[config.mk]
export PLATFORM = sky130hd
export DESIGN_NAME = str_width_pack
export DESIGN_NICKNAME = d
export VERILOG_FILES = /design/src/rtl/str_width_pack.sv
export SDC_FILE = /design/constraint.sdc
export NUM_CORES = 1
export LEC_CHECK = 0
export BUFFER_PORTS_ARGS = -buffer_cell sky130_fd_sc_hd__buf_2
export CELL_PAD_IN_SITES_DETAIL_PLACEMENT = 0
export CELL_PAD_IN_SITES_GLOBAL_PLACEMENT = 2
export CORE_MARGIN = 8
export CORE_UTILIZATION = 35
export DETAILED_ROUTE_END_ITERATION = 7
export PLACE_DENSITY_LB_ADDON = 0.12
export REMOVE_ABC_BUFFERS = 1
export SKIP_CTS_REPAIR_TIMING = 1
export SLEW_MARGIN = 20
export SYNTH_ARGS = -nofsm -noshare
export SYNTH_HDL_FRONTEND = slang
export SYNTH_SLANG_ARGS = --single-unit
[constraint.sdc]
create_clock -name i_clk -period 4.5 [get_ports i_clk]
set_input_delay 0.45 -clock i_clk [delete_from_list [all_inputs] [get_ports i_clk]]
set_output_delay 0.45 -clock i_clk [all_outputs]
set_load 0.02 [all_outputs]
[src/rtl/str_width_pack.sv]
// Stream upsizer: packs RATIO narrow valid/ready beats into one registered wide beat.
// Optional packet framing (last/keep, partial words) is enabled by defining STR_PACK_LAST_EN.
module str_width_pack #(
  parameter int    IN_WIDTH = 16,
  parameter int    RATIO    = 4,
  parameter string SIM      = "FALSE",
  parameter string DEBUG    = "FALSE"
) (
  input  logic                         i_clk,
  input  logic                         i_rst,
  input  logic [IN_WIDTH-1:0]          inp_str_data,
  input  logic                         inp_str_vld,
  output logic                         inp_str_rdy,
`ifdef STR_PACK_LAST_EN
  input  logic                         inp_str_last,
  output logic                         oup_str_last,
  output logic [RATIO-1:0]             oup_str_keep,
`endif
  output logic [IN_WIDTH*RATIO-1:0]    oup_str_data,
  output logic                         oup_str_vld,
  input  logic                         oup_str_rdy
);

  localparam int OUT_WIDTH = IN_WIDTH * RATIO;
  localparam int ACC_WIDTH = IN_WIDTH * (RATIO - 1);
  localparam int CNT_WIDTH = $clog2(RATIO);
  localparam logic [CNT_WIDTH-1:0] CNT_LAST = CNT_WIDTH'(RATIO - 1);

  logic [CNT_WIDTH-1:0] cnt;
  logic [CNT_WIDTH-1:0] cnt_nxt;
  logic [ACC_WIDTH-1:0] acc;
  logic                 closing;
  logic                 accept;
  logic                 close_acc;
  logic                 fill_acc;
  logic                 take;
  logic [OUT_WIDTH-1:0] packed_word;

  // Lanes below pos come from the accumulator, lane pos is the closing beat, lanes above are zero.
  function automatic logic [OUT_WIDTH-1:0] pack_word(
    input logic [ACC_WIDTH-1:0] acc_lanes,
    input logic [IN_WIDTH-1:0]  beat,
    input logic [CNT_WIDTH-1:0] pos
  );
    logic [OUT_WIDTH-1:0] word;
    word = '0;
    for (int k = 0; k < RATIO - 1; k++) begin
      if (CNT_WIDTH'(k) < pos) begin
        word[k*IN_WIDTH +: IN_WIDTH] = acc_lanes[k*IN_WIDTH +: IN_WIDTH];
      end else if (CNT_WIDTH'(k) == pos) begin
        word[k*IN_WIDTH +: IN_WIDTH] = beat;
      end
    end
    if (pos == CNT_LAST) begin
      word[OUT_WIDTH-1 -: IN_WIDTH] = beat;
    end
    return word;
  endfunction

`ifdef STR_PACK_LAST_EN
  function automatic logic [RATIO-1:0] keep_mask(input logic [CNT_WIDTH-1:0] pos);
    logic [RATIO-1:0] mask;
    for (int k = 0; k < RATIO; k++) begin
      mask[k] = (CNT_WIDTH'(k) <= pos);
    end
    return mask;
  endfunction
`endif

  always_comb begin
    closing     = (cnt == CNT_LAST);
`ifdef STR_PACK_LAST_EN
    closing     = closing | inp_str_last;
`endif
    // A closing beat may only enter when the output register is free or being drained.
    inp_str_rdy = !closing || !oup_str_vld || oup_str_rdy;
    accept      = inp_str_vld && inp_str_rdy;
    close_acc   = accept && closing;
    fill_acc    = accept && !closing;
    take        = oup_str_vld && oup_str_rdy;
    cnt_nxt     = cnt;
    if (close_acc) begin
      cnt_nxt = '0;
    end else if (fill_acc) begin
      cnt_nxt = cnt + 1'b1;
    end
    packed_word = pack_word(acc, inp_str_data, cnt);
  end

  always_ff @(posedge i_clk or posedge i_rst) begin
    if (i_rst) begin
      cnt <= '0;
    end else begin
      cnt <= cnt_nxt;
    end
  end

  always_ff @(posedge i_clk or posedge i_rst) begin
    if (i_rst) begin
      acc <= '0;
    end else if (fill_acc) begin
      for (int k = 0; k < RATIO - 1; k++) begin
        if (cnt == CNT_WIDTH'(k)) begin
          acc[k*IN_WIDTH +: IN_WIDTH] <= inp_str_data;
        end
      end
    end
  end

  // Output register stage: loads on a closing accept, otherwise drains on take.
  always_ff @(posedge i_clk or posedge i_rst) begin
    if (i_rst) begin
      oup_str_vld  <= 1'b0;
      oup_str_data <= '0;
`ifdef STR_PACK_LAST_EN
      oup_str_last <= 1'b0;
      oup_str_keep <= '0;
`endif
    end else if (close_acc) begin
      oup_str_vld  <= 1'b1;
      oup_str_data <= packed_word;
`ifdef STR_PACK_LAST_EN
      oup_str_last <= inp_str_last;
      oup_str_keep <= keep_mask(cnt);
`endif
    end else if (take) begin
      oup_str_vld  <= 1'b0;
    end
  end

  if (SIM == "TRUE") begin : g_sim
    property p_inp_hold;
      @(posedge i_clk) disable iff (i_rst)
        (inp_str_vld && !inp_str_rdy) |=> (inp_str_vld && $stable(inp_str_data));
    endproperty
    a_inp_hold: assert property (p_inp_hold);
  end

  if (DEBUG == "TRUE") begin : g_dbg
    (* mark_debug = "true" *) logic [CNT_WIDTH-1:0] dbg_cnt;
    (* mark_debug = "true" *) logic                 dbg_close_acc;
    assign dbg_cnt       = cnt;
    assign dbg_close_acc = close_acc;
  end

endmodule

== Word-level counts from Yosys, hierarchy flattened ==
Index checks and enable logic that the tools add are counted.

* Word-level logic and storage cells: 40
* Input port bits: 20
* Output and inout port bits: 66
* Register bits: 115

* Add/sub/neg operators: 1
* Order comparisons: 3
* Multiplexer cells: 11
* Reductions and logical operators: 14
* Equality and inequality tests: 5

{| class="wikitable"
|+ Operators with widths
! operator !! count
|-
| $mux 16 || 7
|-
| $reduce_and 2->1 || 3
|-
| $eq 2x2->1 const B || 2
|-
| $logic_and 1x1->1 || 4
|-
| $lt 1x2->1 const A || 2
|-
| $mux 2 || 2
|-
| $reduce_bool 2->1 || 2
|-
| $add 2x1->2 const B || 1
|-
| $eq 1x2->1 const A || 1
|-
| $eq 2x1->1 const B || 1
|-
| $eq 2x2->1 const A || 1
|-
| $logic_not 1->1 || 2
|-
| $logic_not 2->1 || 1
|-
| $logic_or 1x1->1 || 2
|-
| $lt 2x2->1 const A || 1
|-
| $mux 1 || 2
|}

== Depth between registers and ports, before layout ==
* Word-level depth: 8
* Gate-level depth with buffers: 9
* Mapped depth without buffers: 5

== Least setup slack after synthesis ==
Ideal clock, no wire load.

* Kind: register to register
* From: register cnt[1]
* To: register oup_str_data[0]
* Stages on the path, launching flop included: 9
* Path slack: 2.472 ns
* Data required time: 4.375 ns
* Data arrival time: 1.903 ns
* Library setup time: 0.125 ns
* Clock period less this slack: 2.028 ns
* Buffers on the path: 4
* Path through: dfrtp_1 clkbuf_1 clkbuf_1 inv_1 ha_1 buf_6 buf_2 mux2_2 mux2_4

* Longest elaborated chain between the ends: 6
* Elaborated cells between the ends (all ways): 10
* Classes of those cells: order compare (1); eq/ne (1); mux (2); reduce/logical (6)

{| class="wikitable"
|+ RTL lines
! what !! RTL line !! source
|-
| start: declaration || 29 || <nowiki>logic [CNT_WIDTH-1:0] cnt;</nowiki>
|-
| start signal: assignment || 94 || <nowiki>cnt <= cnt_nxt;</nowiki>
|-
| $eq 2x2->1 || 71 || <nowiki>closing = (cnt == CNT_LAST);</nowiki>
|-
| $logic_not 1->1 || 76 || <nowiki>inp_str_rdy = !closing || !oup_str_vld || oup_str_rdy;</nowiki>
|-
| $logic_or 1x1->1 (2 in series) || 76 ||
|-
| $logic_and 1x1->1 || 77 || <nowiki>accept = inp_str_vld && inp_str_rdy;</nowiki>
|-
| $logic_and 1x1->1 || 78 || <nowiki>close_acc = accept && closing;</nowiki>
|-
| end signal: assignment || 121 || <nowiki>oup_str_data <= packed_word;</nowiki>
|-
| end: declaration || 19 || <nowiki>output logic [IN_WIDTH*RATIO-1:0] oup_str_data,</nowiki>
|}

Several ways; a longest one is shown, not always the timed one.
A chain may end at the register's enable or synchronous reset.

== Worst setup path in the final report ==
* From: register cnt[1]
* To: register oup_str_data[53]

* Longest elaborated chain between the ends: 6
* Elaborated cells between the ends (all ways): 7
* Classes of those cells: eq/ne (1); mux (1); reduce/logical (5)

{| class="wikitable"
|+ RTL lines
! what !! RTL line
|-
| $eq 2x2->1 (*) || 54, 71
|-
| $logic_not 1->1 || 76
|-
| $logic_or 1x1->1 (2 in series) || 76
|-
| $logic_and 1x1->1 || 77
|-
| $logic_and 1x1->1 || 78
|}

Every way passes the cells marked *; elsewhere a longest branch is shown, timed or not.

==> summary.md <==
| Metric | Value |
|---|---|
| Status | `finished, final reports clean` |
| Upper clock frequency limit | `roughly 0.39 GHz` |
| Clock transition at the register clock pins on the worst setup and hold paths after CTS | `0.05 ns` |
| Count of yosys warnings during synthesis | `0` |
| Finished Cell Area | `6380 µm²` |
| Cell area after synthesis | `around 5300 µm²` |
| HPWL after detailed placement | `7.59 mm` |
| Most common cell in the synthesized netlist | `dfrtp_1` |
| Post-detailed-route count of antenna-violating nets | `0` |
| Seq pwr share | `35.5%` |
| Fill cell total of the finished layout | `1397` |
| Total congestion overflow | `0` |
| Dominant cell type by area after synthesis | `dfrtp_1` |
| Antenna fix cells | `0` |
| Tmin final | `between 2 and 3 ns` |
| Port bufs | `85` |
| Type of destination of the critical path | `flip-flop` |
| Pins Over Slew Limit | `0` |
| Switch Pwr | `0.00182 W` |
| Final core area utilization | `42.5%` |
| Proportion of synthesized flip-flops having asynchronous set or reset | `100%` |
| Setup-failing EPs final | `0` |
| Tightest Pin Transition | `1.05 ns` |
| Die ar. | `19400 µm²` |
| Area of the placeable core | `between 15000 and 20000 µm²` |
| Number of remaining DRC errors | `0` |
| Clock Power Share | `a little under a quarter` |
| CTS tree | `yes` |
| Clock Skew | `0.00642 ns` |
| Bufs on Longest Clock Path | `2` |
| Mean cell area of the mapped netlist | `13.9 µm²` |
| Global-route wire length before repair | `20.0 mm` |
| Total area of multi-input combinational cells | `2280 µm²` |
| Pleak | `3.11 nW` |
| Routing usage on met2 | `21.1%` |
| Instance area after placement | `5860 µm²` |
| Met3 capacity usage during global routing | `4.34%` |
| Share of final-layout standard cells stronger than drive strength 1 | `53.1%` |
| Unrepaired setup endpoints after global routing | `false` |
| Syn-to-layout area delta | `19.8%` |
| Die Span X | `139 µm` |
| Clock sink count | `115` |
| Maximum fanout along the worst path | `56` |
| Vias | `3173` |
| Violation count after the first detailed-route iteration | `124` |
| Most instantiated flip-flop cell in the synthesis netlist | `dfrtp_1` |
| Logic pwr share | `41.6%` |
| Detailed Routing Iterations Pass 1 | `4` |
| Final Hold Vio Count | `0` |
| Post-detailed-route via-to-cell ratio | `4.76` |
| Fraction of power spent switching nets | `34.8%` |
| Normalized max-slew margin | `30.0%` |
| Period Utilization, post-route | `57.3%` |
| Number of primary I/O pins | `86` |
| Cell Rows | `45` |
| DIE HEIGHT | `139 µm` |
| Inserted Clock Buffers | `17` |
| Main area contributors after synthesis | `dfrtp_1, mux2_4, mux2_2` |
| WL per Instance | `18.1 µm` |
| Antenna violations before repair | `0` |
| Yosys top cell area share | `54.0%` |
| Root Buffer | `clkbuf_16` |
| Req. time, crit path | `roughly 4.8 ns` |
| H-tree Lvls | `4` |
| Post-synth EDFFs | `0` |
| Total power per unit cell area | `a little over 800 nW/µm²` |
| Global placement routability congestion | `0.695` |
| Largest net degree at the start of global routing | `59` |
| Global-route met1 utilization | `16.3%` |
| Count of mapped cells out of synthesis | `382` |
| Count of nets after finishing | `492` |
| Most congested layer reported by global routing | `met2` |
| Combined global-route utilization of all metal layers | `a little over an eighth` |
| Part of the Yosys area used for sequential elements | `~54%` |
| Number of max-cap violations | `0` |
| Post-synthesis register bit count | `115` |
| Worst-case setup slack after placement | `1.51 ns` |
| Worst path arrival time | `2.87 ns` |
| Max IR drop VDD | `0.438 mV` |
| Classification of the worst-slack hold path | `in -> async` |
| Startpoint type of the worst setup path | `flip-flop` |
| Skew-Pair Late Insertion Delay | `0.41 ns` |
| Leading cell types by count after synthesis | `dfrtp_1, mux2_4, nand2_1` |
| Number of global-route vias before repair | `3525` |
| Slack of the critical path | `between 1.5 and 2 ns` |
| Post-detailed-routing wire length | `12.0 mm` |
| Startpoint-to-endpoint class of the critical path | `reg -> reg` |
| Number of unique standard cell types used by synthesis | `17` |
| Sequential cell area | `2880 µm²` |
| Internal Dissipation | `around 0.0034 W` |
| Initial core utilization | `a little over a third` |
| Setup Total Neg Slack | `0 ns` |
-- worst paths after layout --
check | startpoint | end | slack (ns) | depth (start not counted)
worst max-delay path | cnt[1] | oup_str_data[53] | 1.92 | 3
worst min-delay path | i_rst | oup_str_data[17] | 0.19 | 2
worst max register to register | cnt[1] | oup_str_data[53] | 1.92 | 3
worst min register to register | oup_str_data[63] | oup_str_data[63] | 0.50 | 1
max in group asynchronous | i_rst | cnt[1] | 3.38 | 3
min in group i_clk | oup_str_rdy | oup_str_vld | 0.33 | 3
-- layout by cell type (no fill, tap or decap) --
| master | n |
|---|---|
| nand2_1 | 66 |
| mux2_4 | 70 |
| clkbuf_16 | 17 |
| mux2_2 | 60 |
| and2b_4 | 1 |
| dfrtp_1 | 114 |
| buf_2 | 85 |
| clkinv_2 | 6 |
| dfrtp_2 | 1 |
| nor2_1 | 1 |
| ha_1 | 4 |
| nand3b_1 | 1 |
| nand3_1 | 1 |
| inv_1 | 2 |
| o21ai_0 | 32 |
| inv_4 | 1 |
| buf_4 | 3 |
| and3_4 | 1 |
| nand2b_4 | 1 |
| clkbuf_8 | 4 |
| ha_2 | 1 |
| clkbuf_1 | 3 |
| nand2_4 | 3 |
-- stage by stage --
step / power, W / instances / hold WS (ns)
floorplan: 0.00341 / 360 / 0.475
detailed placement: 0.00408 / 636 / 0.490
global placement: 0.00404 / 636 / 0.481
CTS: 0.00530 / 666 / 0.215
finish: 0.00522 / 666 / 0.190
global route: 0.00555 / 666 / 0.248
-- registers in the layout, indices dropped and copies added (netlist names) --
| register | count |
|---|---|
| acc | 48 |
| cnt | 2 |
| oup_str_data | 64 |
| oup_str_vld | 1 |
-- cells by family after synthesis --
group                    share of synthesized area (%)
multiplexers                                      32.4
flip-flops                                        54.0
AND/OR/NAND/NOR                                   6.25
AO/OA/AOI/OAI                                     3.01
buffers and inverters                             3.17
adder cells (fa/ha/maj)                           1.17
-- power groups by stage --
stage	clock [W]	combinational (W)	sequential (W)
final	0.00120	0.00217	0.00185
after global routing	0.00127	0.00236	0.00193
after CTS	0.00123	0.00222	0.00186
after detailed placement	0	0.00221	0.00187
after global placement	0	0.00218	0.00186
after floorplan	0	0.00128	0.00213
-- area by class of cell --
cell class | instances | area share (%)
clock inverter | 6 | 0.470
multi-input combinational | 242 | 35.8
inverter | 3 | 0.216
sequential | 115 | 45.1
timing repair buffer | 88 | 7.02
tap | 188 | 3.69
clock buffer | 24 | 7.70
-- routing by layer --
| metal | vias up | wire, µm |
|---|---|---|
| li1 | 1487 | - |
| met1 | 1624 | 5710 |
| met5 | - | 0 |
| met4 | 0 | 109 |
| met2 | 53 | 5760 |
| met3 | 9 | 466 |
-- critical path, stage by stage, from the launching register on --
cell and delay [ns]:
dfrtp_2 0.75, ha_1 0.35, and3_4 0.91, mux2_2 0.41
(Power assumes the default switching activity.)
